--- src/rtl/high_radix_division.sv ---
// Radix-4 restoring divider: 32-bit unsigned dividend by 16-bit unsigned divisor.
// Retires two quotient bits per RUN cycle (16 cycles); divide-by-zero resolves
// straight from IDLE to DONE with a saturated quotient.
module high_radix_division (
    input  logic        clk,
    input  logic        reset,
    input  logic        start,
    input  logic [31:0] x,
    input  logic [15:0] y,
    output logic [31:0] quotient,
    output logic [15:0] remainder,
    output logic        busy,
    output logic        done,
    output logic        dbz
);

    typedef enum logic [1:0] {
        IDLE = 2'd0,
        RUN  = 2'd1,
        DONE = 2'd2
    } state_t;

    state_t      state_q, state_d;
    logic [3:0]  cnt_q, cnt_d;
    logic [15:0] r_q, r_d;
    // Dividend shifts out of the top while quotient digits shift into the bottom.
    logic [31:0] xq_q, xq_d;
    logic [15:0] y_q, y_d;
    logic [31:0] quot_q, quot_d;
    logic [15:0] rem_q, rem_d;
    logic        dbz_q, dbz_d;

    logic [17:0] trial;
    logic [17:0] y1, y2, y3;
    logic [17:0] sub;
    logic [1:0]  digit;
    logic [15:0] r_new;

    // One radix-4 step: pick the largest multiple of y not exceeding the trial value.
    always_comb begin
        trial = {r_q, xq_q[31:30]};
        y1    = {2'b00, y_q};
        y2    = {1'b0, y_q, 1'b0};
        y3    = y1 + y2;
        if (trial >= y3) begin
            digit = 2'd3;
            sub   = y3;
        end else if (trial >= y2) begin
            digit = 2'd2;
            sub   = y2;
        end else if (trial >= y1) begin
            digit = 2'd1;
            sub   = y1;
        end else begin
            digit = 2'd0;
            sub   = '0;
        end
        // The true difference is below y (< 2^16), so the low 16 bits of the
        // operands alone give it exactly.
        r_new = trial[15:0] - sub[15:0];
    end

    // Next-state and datapath control.
    always_comb begin
        state_d = state_q;
        cnt_d   = cnt_q;
        r_d     = r_q;
        xq_d    = xq_q;
        y_d     = y_q;
        quot_d  = quot_q;
        rem_d   = rem_q;
        dbz_d   = dbz_q;
        case (state_q)
            IDLE: begin
                if (start) begin
                    xq_d  = x;
                    y_d   = y;
                    r_d   = '0;
                    cnt_d = '0;
                    if (y == 16'd0) begin
                        quot_d  = '1;
                        rem_d   = x[15:0];
                        dbz_d   = 1'b1;
                        state_d = DONE;
                    end else begin
                        state_d = RUN;
                    end
                end
            end
            RUN: begin
                r_d   = r_new;
                xq_d  = {xq_q[29:0], digit};
                cnt_d = cnt_q + 4'd1;
                if (cnt_q == 4'd15) begin
                    quot_d  = {xq_q[29:0], digit};
                    rem_d   = r_new;
                    dbz_d   = 1'b0;
                    state_d = DONE;
                end
            end
            DONE: begin
                state_d = IDLE;
            end
            default: begin
                state_d = IDLE;
            end
        endcase
    end

    // State and result registers, cleared asynchronously.
    always_ff @(posedge clk or negedge reset) begin
        if (!reset) begin
            state_q <= IDLE;
            cnt_q   <= '0;
            r_q     <= '0;
            xq_q    <= '0;
            y_q     <= '0;
            quot_q  <= '0;
            rem_q   <= '0;
            dbz_q   <= 1'b0;
        end else begin
            state_q <= state_d;
            cnt_q   <= cnt_d;
            r_q     <= r_d;
            xq_q    <= xq_d;
            y_q     <= y_d;
            quot_q  <= quot_d;
            rem_q   <= rem_d;
            dbz_q   <= dbz_d;
        end
    end

    assign quotient  = quot_q;
    assign remainder = rem_q;
    assign dbz       = dbz_q;
    assign busy      = (state_q == RUN);
    assign done      = (state_q == DONE);

endmodule
--- config.mk ---
export PLATFORM = sky130hd
export DESIGN_NAME = high_radix_division
export DESIGN_NICKNAME = d
export VERILOG_FILES = /design/src/rtl/high_radix_division.sv
export SDC_FILE = /design/constraint.sdc
export NUM_CORES = 1
export LEC_CHECK = 0
export BUFFER_PORTS_ARGS = -buffer_cell sky130_fd_sc_hd__buf_2
export CAP_MARGIN = 20
export CORE_MARGIN = 1
export CORE_UTILIZATION = 49
export DETAILED_ROUTE_END_ITERATION = 6
export PLACE_DENSITY = 0.74
export SLEW_MARGIN = 20
export SYNTH_ARGS = -nofsm -noshare
export SYNTH_HDL_FRONTEND = slang
export SYNTH_SLANG_ARGS = --single-unit
--- constraint.sdc ---
create_clock -name clk -period 16 [get_ports clk]
set_clock_uncertainty 0.2 [all_clocks]
set_input_delay 3.2 -clock clk [delete_from_list [all_inputs] [get_ports clk]]
set_output_delay 3.2 -clock clk [all_outputs]
set_load 0.1 [all_outputs]
==> impl_summary.md <==
Timing
Setup repair after global routing left no endpoint under its margin. Setup total negative slack on the finished layout was measured at 0 ps. The max-slew violation count was 0.

The final-layout worst hold slack is 283 ps. The max-slew headroom at the worst pin is 0.453. Counting I/O delays and the setup requirement, the final critical path takes 6660 ps. The transition time of the tightest slew-check pin is 821 ps. The number of hold violations in the final report was 0. The final number of setup-violating endpoints is 0. The top achievable clock speed is 150 MHz.

The fraction of the cycle the final worst path needs is 0.416.

Clock tree
At the later pin of the worst-skew pair, clock insertion delay measures 420 ps. The number of buffers added to fix hold violations after cts is 0. In this run, post-CTS repair resized a total of 0 instances. In this run, CTS created clock tree buffers numbering 17.

The number of H-tree branching levels is 4. The tree is rooted in a sky130_fd_sc_hd__clkbuf_16. After clock tree synthesis, the clock-pin slew on the worst setup and hold paths is 60 ps. The clock net in this run drives a total of 119 sinks. The buffers inserted during post-CTS setup optimization is 0. The maximum number of buffers from clock root to sink is 2. TritonCTS built the clock tree.

Synthesis
The number of warnings reported in the yosys synthesis log is 0. The xor/xnor share of the synthesized area is 0.0271. After synthesis, the mean cell area works out to 9.16 um2. Of the synthesized area, sequential elements account for 0.401. The compound-gate portion of the synthesized area was 0.215. The number of unique standard cell types used by synthesis is 56. After synthesis the cells add up to 7430 um2. The proportion of synthesized area in mux cells is 0.0335. The number of standard cells after synthesis is 811. The number of nets handed over by synthesis was 946. Of the total synthesized cell area, the portion taken by full adders, half adders and majority gates is 0.143. In this run, synthesis produced a sequential element count of 119.

Of the post-synthesis cell area, the dominant cell type holds 0.401. After synthesis, the share of flip-flops with an asynchronous set or reset is 1.00. Yosys attributes the largest share of cell area to sky130_fd_sc_hd__dfrtp_1 (40%), sky130_fd_sc_hd__ha_1 (14%), sky130_fd_sc_hd__nand2_1 (6.0%). The main combinational cell family by area after synthesis is compound AO/OA/AOI/OAI gates.

The number of enable flip-flop cells after synthesis is 0. Of the total synthesized cell area, the portion taken by AND, OR, NAND and NOR gates is 0.143. Among all flip-flop cells after synthesis, the most frequent one is sky130_fd_sc_hd__dfrtp_1. sky130_fd_sc_hd__dfrtp_1 takes more of the synthesized area than any other cell.

Global routing
The number of antenna violations at the first check in global routing came to 0. Across every metal layer, demand over resource in global routing totals 0.252. The global-route wire length before repair is 31,400 um. The aggregate global routing overflow is 0. The via count of the first global-routing pass is 6,269.

Entering global routing, the biggest net connects 83 pins.

Flow run
The tool flagged a number of max-cap violations equal to 0.

Critical path
The launching element type of the critical path is a flop. The timing endpoint of the critical path is remainder[14]. The worst flop-to-flop path endpoint is remainder[14]. The number of buffer and inverter stages on the critical path is 1. The family with the most delay on the worst path is compound AO/OA/AOI/OAI gates. The required time at the worst-slack endpoint is 16,050 ps. The worst register-to-register path begins at y_q[1]. Among the stages of the critical path, the cell type that occurs most often is sky130_fd_sc_hd__a21oi_1.

The capturing element type of the critical path is a flop. The reg-to-reg setup timing slack is 9340 ps. In this run the number of cells on the critical path is 27. The worst setup path startpoint is y_q[1].

Counting cells, the worst reg-to-reg path comes to 27. The largest driver fanout on the critical path is 35. The slowest cell on the critical path is sky130_fd_sc_hd__a2111oi_0. The startpoint-to-endpoint class of the critical path is flop to flop. The biggest cell delay along the critical path is 510 ps. The data arrival at the endpoint of the critical path is 6710 ps.

Min path
The tightest min-delay check is of the flop to flop type.

Cells and area
The area added between synthesis and finish is 17.3%. The cell area after layout is 8720 um2. The repair_antennas step left the layout with diodes totalling 0. The number of filler cells placed in the layout is 1,286. After the last flow step, the layout net total stands at 1,037.

The fraction of layout instances using a drive strength above 1 is 0.172. Once layout is complete, the utilization of the core stands at 0.595. The library cells used most frequently in the layout, excluding fill and tap cells, are sky130_fd_sc_hd__nand2_1 (119), sky130_fd_sc_hd__dfrtp_1 (119), sky130_fd_sc_hd__buf_2 (100).

Routing
The number of iterations in the first detailed-routing pass is 7. Using the TritonRoute via totals, the vias-per-cell ratio works out to 5.76. The number of DRC markers after the initial detailed-route iteration is 403.

In the routed design, unresolved DRC markers number 0. Once detail routing completed, the nets flagged for antenna violations numbered 0. The routed layout has 6,325 vias. The total wirelength of the detailed-routed design is 18,700 um.

The routed length per instance is 17.0 um.

Outcome
The run finished with clean final reports.

Die
The floorplan has 44 rows. The die is 125 um tall. The floorplan step set the die width to 125 um. The initial utilization of the core area, before any placement, comes to 0.507. The floorplan step defined a die boundary enclosing 15,700 um2. The floorplan step defined a core boundary enclosing 14,600 um2. The number of I/O pins is 102.

Place
The congestion estimate from routability-driven global placement came to 0.906. Buffers placed on the I/O ports in this run total 101. Detailed placement ended at an HPWL of 13,200 um. The total cell area at the placement stage is 8110 um2.
synthesized netlist by cell type (all sizes together), types with 13 or more instances:
cell / instances
xnor2: 15
a21o: 32
a221oi: 13
nand2: 119
nor2: 71
clkbuf: 33
a31oi: 17
o22a: 14
dfrtp: 119
ha: 82
a22oi: 15
inv: 32
o21ai: 57
a21oi: 55
mux2i: 20
worst min-delay path by stage:
stage            startpoint            to  slack [ps]  cells after the start
5_1_grt        quotient[11]  quotient[11]         300                      1
6_report       quotient[11]  quotient[11]         280                      1
3_3_place_gp    quotient[2]   quotient[2]         270                      1
4_1_cts        quotient[11]  quotient[11]         290                      1
2_1_floorplan      xq_q[30]      xq_q[30]         260                      2
3_5_place_dp   quotient[11]  quotient[11]         270                      1
area by class of cell:
cell class	count	area [um2]	share of cell area
clock buffers	18	439	0.0504
clock inverters	14	164	0.0188
inverters	32	120	0.0138
multi-input cells	623	4220	0.484
flip-flops and latches	119	2980	0.342
well taps	184	230	0.0264
repair buffers	109	568	0.0652
per-layer routing:
metal,GRT usage,up-vias,share of wire
met3,0.0565,23,0.057
met2,0.389,162,0.45
met1,0.356,3029,0.48
met4,0.0725,0,0.015
li1,-,3111,-
met5,0,-,0
through the flow:
step,setup WS [ps],instances
floorplan,9870,811
global placement,9520,1067
detailed placement,9410,1067
CTS,9360,1099
global route,8770,1099
finish,9340,1099
state kept, by name (all words and copies together), names as in the netlist:
name,count
remainder,16
quotient,32
state_q,2
r_q,16
xq_q,32
dbz,1
cnt_q,4
y_q,16
logic make-up (layout without fill, tap and decap cells):
group                    after synthesis  after routing
flip-flops                           119            119
AND/OR/NAND/NOR                      247            247
XOR/XNOR                              23             23
buffers and inverters                 69            173
multiplexers                          24             24
AO/OA/AOI/OAI                        245            245
adder cells (fa/ha/maj)               84             84
Power is left out: the tool's default activity adds up to more than one toggle a clock period on the data nets, which glitch-free logic cannot reach.
